$ cat src/rtl/carbonio_irq_ctrl.sv
// -----------------------------------------------------------------------------
// carbonio_irq_ctrl
//
// Interrupt aggregator for CarbonIO. One-cycle event pulses from peripheral
// sources are latched as pending, gated by a per-source mask and arbitrated
// with fixed priority (lowest index wins). The winner is presented to the CPU
// and moved into service on acknowledge. It is retired by an end-of-interrupt
// strobe carrying the matching ID. Only one interrupt can be in service at a
// time; there is no nesting.
//
// Ports
//   clk          in   clock, all state updates on the rising edge
//   rst_n        in   synchronous active-low reset
//   src_pulse    in   per-source event pulses (one event per high cycle)
//   mask_we      in   mask register write strobe
//   mask_wdata   in   new mask value (1 = enabled)
//   pend_set     in   software trigger, sets pending bits
//   pend_clr     in   write-1-to-clear for pending bits
//   ovf_clr      in   write-1-to-clear for overflow bits
//   irq_ack      in   CPU accepts the presented interrupt
//   eoi          in   end-of-interrupt strobe
//   eoi_id       in   ID of the interrupt being retired
//   mask_q       out  mask register
//   pending_q    out  pending register
//   overflow_q   out  sticky per-source lost-event flags
//   irq_req      out  interrupt presented to the CPU
//   irq_id       out  ID of the presented interrupt (0 when irq_req is low)
//   insvc_valid  out  an interrupt is in service (this is the FSM state)
//   insvc_id     out  ID of the interrupt in service
//
// CPU handshake: irq_req/irq_id act as valid/data and irq_ack as ready. A
// transfer happens only in a cycle where irq_req and irq_ack are both high;
// irq_ack with irq_req low has no effect. irq_req is a function of registered
// state only and never depends on irq_ack in the same cycle. Once a transfer
// happens, irq_req drops until eoi with eoi_id == insvc_id retires the
// interrupt.
// -----------------------------------------------------------------------------
module carbonio_irq_ctrl #(
   parameter int NUM_SRC = 8,
   parameter int ID_W    = (NUM_SRC > 1) ? $clog2(NUM_SRC) : 1
) (
   input  logic               clk,
   input  logic               rst_n,
   input  logic [NUM_SRC-1:0] src_pulse,
   input  logic               mask_we,
   input  logic [NUM_SRC-1:0] mask_wdata,
   input  logic [NUM_SRC-1:0] pend_set,
   input  logic [NUM_SRC-1:0] pend_clr,
   input  logic [NUM_SRC-1:0] ovf_clr,
   input  logic               irq_ack,
   input  logic               eoi,
   input  logic [ID_W-1:0]    eoi_id,
   output logic [NUM_SRC-1:0] mask_q,
   output logic [NUM_SRC-1:0] pending_q,
   output logic [NUM_SRC-1:0] overflow_q,
   output logic               irq_req,
   output logic [ID_W-1:0]    irq_id,
   output logic               insvc_valid,
   output logic [ID_W-1:0]    insvc_id
);

   localparam logic [0:0] ST_IDLE    = 1'b0;
   localparam logic [0:0] ST_SERVICE = 1'b1;

   logic [0:0]         state_q, state_d;
   logic [ID_W-1:0]    insvc_id_q, insvc_id_d;
   logic [NUM_SRC-1:0] mask_d, pending_d, overflow_d;

   logic [NUM_SRC-1:0] eligible;
   logic               any_eligible;
   logic [ID_W-1:0]    win_id;
   logic               ack_fire;
   logic [NUM_SRC-1:0] ack_vec;

   // Fixed-priority pick: the first eligible bit scanning up from index 0.
   always_comb begin
      any_eligible = 1'b0;
      win_id       = '0;
      eligible     = pending_q & mask_q;
      for (int i = 0; i < NUM_SRC; i++) begin
         if (!any_eligible && eligible[i]) begin
            any_eligible = 1'b1;
            win_id       = ID_W'(i);
         end
      end
   end

   assign irq_req  = any_eligible && (state_q == ST_IDLE);
   assign irq_id   = irq_req ? win_id : '0;
   assign ack_fire = irq_ack && irq_req;

   // One-hot of the source being accepted this cycle (all zero without ack).
   always_comb begin
      ack_vec = '0;
      for (int i = 0; i < NUM_SRC; i++) begin
         ack_vec[i] = ack_fire && (irq_id == ID_W'(i));
      end
   end

   // Sets win over clears. An acknowledge consumes the pending event, so a
   // pulse colliding with the ack of the same source is a fresh event rather
   // than a lost one.
   always_comb begin
      mask_d     = mask_we ? mask_wdata : mask_q;
      pending_d  = src_pulse | pend_set | (pending_q & ~(pend_clr | ack_vec));
      overflow_d = (src_pulse & pending_q & ~ack_vec) | (overflow_q & ~ovf_clr);
   end

   always_comb begin
      state_d    = state_q;
      insvc_id_d = insvc_id_q;
      case (state_q)
         ST_IDLE: begin
            if (ack_fire) begin
               state_d    = ST_SERVICE;
               insvc_id_d = irq_id;
            end
         end
         ST_SERVICE: begin
            if (eoi && (eoi_id == insvc_id_q)) begin
               state_d    = ST_IDLE;
               insvc_id_d = '0;
            end
         end
         default: begin
            state_d    = ST_IDLE;
            insvc_id_d = '0;
         end
      endcase
   end

   always_ff @(posedge clk) begin
      if (!rst_n) begin
         state_q    <= ST_IDLE;
         insvc_id_q <= '0;
         mask_q     <= '0;
         pending_q  <= '0;
         overflow_q <= '0;
      end else begin
         state_q    <= state_d;
         insvc_id_q <= insvc_id_d;
         mask_q     <= mask_d;
         pending_q  <= pending_d;
         overflow_q <= overflow_d;
      end
   end

   assign insvc_valid = (state_q == ST_SERVICE);
   assign insvc_id    = insvc_id_q;

endmodule

$ cat config.mk
export PLATFORM = sky130hd
export DESIGN_NAME = carbonio_irq_ctrl
export DESIGN_NICKNAME = d
export VERILOG_FILES = /design/src/rtl/carbonio_irq_ctrl.sv
export SDC_FILE = /design/constraint.sdc
export NUM_CORES = 1
export LEC_CHECK = 0
export BUFFER_PORTS_ARGS = -buffer_cell sky130_fd_sc_hd__buf_2
export CORE_MARGIN = 2
export CORE_UTILIZATION = 48
export CTS_BUF_LIST = sky130_fd_sc_hd__clkbuf_4 sky130_fd_sc_hd__clkbuf_8
export DETAILED_ROUTE_END_ITERATION = 10
export GPL_TIMING_DRIVEN = 0
export PLACE_DENSITY = 0.92
export SYNTH_ARGS = -nofsm -noshare
export SYNTH_HDL_FRONTEND = slang
export SYNTH_SLANG_ARGS = --single-unit
export TNS_END_PERCENT = 30
$ cat constraint.sdc
create_clock -name clk -period 3.1 [get_ports clk]
set_input_delay 0 -clock clk [delete_from_list [all_inputs] [get_ports clk]]
set_output_delay 0 -clock clk [all_outputs]
set_load 0.1 [all_outputs]
# == Yosys cells after proc, flatten, opt, wreduce, memory -nomap -nowiden ==
# Index checks and enable logic that the tools add are counted.
# classes
eq_ne,10
n_reduce_logical,27
n_bitwise,13
muxes,22
# ops
op,n
AND 8 bit,5
OR 8 bit,4
two-way mux 3 bit,9
inverter 8 bit,3
logical AND 1 bit,18
equality test 3 bit (second input constant),4
two-way mux 1 bit,11
logical NOT 1 bit,7
equality test 3 x 2 -> 1 bit (second input constant),2
one-hot mux 3 bit (2 select lines),1
equality test 3 x 1 -> 1 bit (second input constant),1
equality test 3 bit,1
logical NOT 3 bit,1
!= test 2 x 1 -> 1 bit (second input constant),1
!= test 2 bit (second input constant),1
one-hot mux 1 bit (2 select lines),1
AND reduction 2 bit,1
inverter 1 bit,1
# totals
out_inout_bits,32
elab_cells,77
register_bits,28
input_bits,48

# == Longest topological paths before layout ==
# depth
depth_word,31
depth_mapped,5
ltp_nobuf,5

# == Worst setup path before layout ==
# OpenSTA, ideal clock, no wires.
# synth_path
kind,register -> output
startpoint,reg pending_q[2]
endpoint,out irq_id[0]
path_stages_with_launch,5
n_path_buf,0
arrival_time_ps,4464
path_slack_ps,-1364
t_required_ps,3100
cell_sequence,dfxtp_1 a22oi_4 and2_4 a21oi_1 nor2b_1
# synth_via
elab_chain_len,20
word_cells_on_any_way,26
cone_classes,13 x mux; 1 x bitwise; 12 x reduce/logical
# synth_lines
element,line,text
"start, declared",54,"output logic [NUM_SRC-1:0] pending_q,"
"start signal, assigned",143,pending_q <= pending_d;
AND 8 bit (*),79,eligible = pending_q & mask_q;
logical AND 1 bit (*),81,if (!any_eligible && eligible[i]) begin
two-way mux 1 bit (*),81,
logical NOT 1 bit,81,
logical AND 1 bit,81,
two-way mux 1 bit (*),81,
logical NOT 1 bit,81,
logical AND 1 bit,81,
(+5 left out),n/a,
logical AND 1 bit,81,
two-way mux 1 bit (*),81,
logical NOT 1 bit,81,
logical AND 1 bit,81,
two-way mux 1 bit (*),81,
logical AND 1 bit (*),88,assign irq_req = any_eligible && (state_q == ST_IDLE);
net irq_req,56,"output logic irq_req,"
two-way mux 3 bit (*),89,assign irq_id = irq_req ? win_id : '0;
"end, declared",57,"output logic [ID_W-1:0] irq_id,"
# Mark *: on every way through the listed nets, which the timed path passes. The rest lies on a longest branch.

# == Worst setup path in the final report ==
# layout_path
startpoint,reg pending_q[4]
endpoint,reg pending_q[7]
# layout_via
elab_chain_len,20
word_cells_on_any_way,25
cone_classes,1 x eq/ne; 9 x mux; 5 x bitwise; 10 x reduce/logical
# layout_lines
element,line,text
AND 8 bit (*),79,
logical AND 1 bit (*),81,
two-way mux 1 bit,81,
logical NOT 1 bit,81,
logical AND 1 bit,81,
two-way mux 1 bit,81,
logical NOT 1 bit,81,
logical AND 1 bit,81,
(+4 left out),n/a,
logical AND 1 bit,88,
two-way mux 3 bit,89,
equality test 3 bit,96,ack_vec[i] = ack_fire && (irq_id == ID_W'(i));
logical AND 1 bit (*),96,
OR 8 bit (*),105,pending_d = src_pulse | pend_set | (pending_q & ~(pend_clr | ack_vec));
inverter 8 bit (*),105,
AND 8 bit (*),105,
OR 8 bit (*),105,
# Every way passes the cells marked *; elsewhere a longest branch is shown, timed or not.
# A chain may end at the register's enable or synchronous reset.

==> results_dict.tcl <==
set metrics [dict create \
    status "completed" \
    p_total_mw 1.073 \
    clock_latency_ns 0.34 \
    path_clk_slew_ns 0.17 \
    cts_root_buf "clkbuf_4" \
    rows 19 \
    setup_slack_ns 0.8416 \
    drv_cap 0 \
    worstPathMaxFanout 5 \
    cp_slowest_cell "dlygate4sd3_1" \
    async_flop_share_pct 0 \
    fin_skew_ns 0.01561 \
    grt_pass1_wl_um 7928 \
    max_stage_delay_ns 0.59 \
    hp-class "primary input to register" \
    synth_top_cell_by_area "dfxtp_1" \
    dp_slack_ns 1.422 \
    drtPass1Iterations 5 \
    grt_use_total_pct 30.69 \
    syn_to_final_growth_pct 63.70 \
    cts.path.max_buffers 2 \
    die_y_um 57.86 \
    end_kind "register" \
    cts_tree "yes" \
    h-tree-depth 1 \
    synth-main-ff-cell "dfxtp_1" \
    gr-total-overflow 0 \
    detailroute.via_count 1709 \
    startpoint_type "register" \
    hold_buffers 41 \
    coreArea_um2 2758 \
    synthCells 154 \
    antenna_found_initial 0 \
    synth_nets 202 \
    multi_input_area_um2 800.8 \
    drtIter0Drc 65 \
    nNetsFinal 325 \
    syn-mean-instance-area_um2 9.043 \
    ys_seq_elements 28 \
    seq_area_um2 560.5 \
    cts.sinks 28 \
    hold_viol_final 0 \
    routed_wl_um 4841 \
    synth_edf_count 0 \
    wl_per_cell_um 15.77 \
    final.min_clock_period_ns 2.258 \
    port_buffers 77 \
    synthesis.area_um2 1393 \
    cp_cell_sequence "and2_1 > a21oi_1 > nand2_1 > nor4_1 > o21ai_0 > dlygate4sd3_1" \
    yosysWarnings 0 \
    grt_pass1_vias 1742 \
    setup_violations 0 \
    fp.dieW_um 57.86 \
    max_freq_mhz 442.8 \
    ant_nets 0 \
    yosys-top-cells-area "dfxtp_1, nor2b_1, mux2i_1" \
    final_area_um2 2280 \
    fillers 169 \
    drive_gt1_share_pct 35.51 \
    dpl.hpwl_um 2777 \
    antenna_cells 0 \
    cp.arrival_ns 2.51 \
    p_per_area_nw_per_um2 470.8 \
    initial_core_util_pct 50.50 \
    postPlaceCellArea_um2 1833 \
    vias_per_cell 5.567 \
    ir_drop_mv 0.4668 \
    drcViolationCount 0 \
    worst-setup-path-type "register to register" \
    rsz0062_at_grt "no" \
    p_leak_nw 1.090 \
    cts_resized 0 \
    globalplace.congestion 0.7817 \
    maxSlewHeadroom_pct 64.97 \
    yosysTopAreaCellShare_pct 40.25 \
    pin_count 80 \
    worstPathRequired_ns 3.35 \
    numCtsBuffers 3 \
    ys_seq_area_share_pct 40.25 \
    synth_cell_types 36 \
    post_cts_buffers 0 \
    drv_slew 0 \
    die_area_um2 3348 \
    finalCritPeriodShare_pct 72.85 \
    worst_pin_slew_ns 0.5255 \
    grt_max_degree 16 \
]
[cells in the final DEF, fill, tap and decap left out, types with 4 or more instances in the layout]
cell | synthesis | final
buf_2 | 2 | 79
dlygate4sd3_1 | 0 | 41
dfxtp_1 | 28 | 28
nand2_1 | 17 | 17
nor2b_1 | 14 | 13
o21ai_0 | 9 | 9
mux2i_1 | 8 | 8
inv_1 | 7 | 7
nand3b_1 | 7 | 7
nor2_1 | 6 | 6
nand3_1 | 5 | 5
o21ai_1 | 5 | 5
a32oi_1 | 4 | 4
o31a_1 | 4 | 4
[kinds of logic (layout without fill, tap and decap cells)]
kind of cell,Yosys count,count (layout),synth area share (%)
AO/OA/AOI/OAI,38,38,22.01
XOR/XNOR,3,3,1.887
buffers and inverters,12,134,3.415
flip-flops,28,28,40.25
multiplexers,8,8,5.750
AND/OR/NAND/NOR,65,65,26.68
[path summary, 6_finish.rpt]
kind | start | endpoint | slack, ns | cells after the start
setup / recovery | pending_q[4] | pending_q[7] | 0.84 | 6
hold / removal | rst_n | insvc_id[1] | 0.05 | 3
setup reg to reg | pending_q[4] | pending_q[7] | 0.84 | 6
hold reg to reg | insvc_id[1] | insvc_id[1] | 0.49 | 2
[routing by layer]
layer  share of wire [%]  global-route usage, %  wire, um
met1                  39                  36.19      1865
met2                  50                  55.03      2424
met3                 7.6                  4.464       368
met4                 3.8                  13.29       182
met5                   0                      0         0
[critical path, delay by kind of cell (launching register included)]
kind                   cells  cell delay [ns]
and+or+nand+nor            3             0.82
buffers and inverters      1             0.59
DFF                        1             0.38
AOI/OAI and AO/OA          2             0.37
[synthesized netlist by cell type (all sizes together) (2+ instances only)]
| master | count |
|---|---|
| o21ai | 14 |
| o31a | 4 |
| nand3 | 5 |
| a22o | 2 |
| nor4 | 2 |
| inv | 7 |
| clkbuf | 3 |
| o22ai | 3 |
| a32oi | 5 |
| mux2i | 8 |
| dfxtp | 28 |
| xnor2 | 3 |
| nor2b | 14 |
| buf | 2 |
| nand3b | 7 |
| nand2 | 19 |
| a21oi | 5 |
| nand4 | 3 |
| and2 | 3 |
| nor3 | 3 |
| nor2 | 6 |
| a22oi | 2 |
[power breakdown]
| group | switching [mW] | internal (mW) |
|---|---|---|
| clock network | 0.114 | 0.0720 |
| registers | 0.0308 | 0.386 |
| logic | 0.336 | 0.134 |
[state kept, by name (all words and copies together) (netlist names)]
| name | cells |
|---|---|
| insvc_id | 3 |
| overflow_q | 8 |
| mask_q | 8 |
| pending_q | 8 |
| insvc_valid | 1 |
[stage by stage]
step / util [%] / setup TNS (ns) / hold slack, ns / cells
3_5_place_dp: 66.47 / 0 / 0.1920 / 262
6_report: 82.67 / 0 / 0.04705 / 307
3_3_place_gp: 66.47 / 0 / 0.1931 / 262
4_1_cts: 82.67 / 0 / 0.04359 / 307
2_1_floorplan: - / -0.02846 / 0.09862 / 154
5_1_grt: 82.67 / 0 / 0.07847 / 307
[final cells by class]
| class | instances | area share (%) |
|---|---|---|
| Timing Repair Buffer | 118 | 34.91 |
| Tap cell | 31 | 1.701 |
| Clock buffer | 4 | 1.592 |
| Multi-Input combinational cell | 114 | 35.13 |
| Sequential cell | 28 | 24.59 |
| Buffer | 5 | 0.9330 |
| Inverter | 7 | 1.153 |
(Power assumes the default switching activity.)
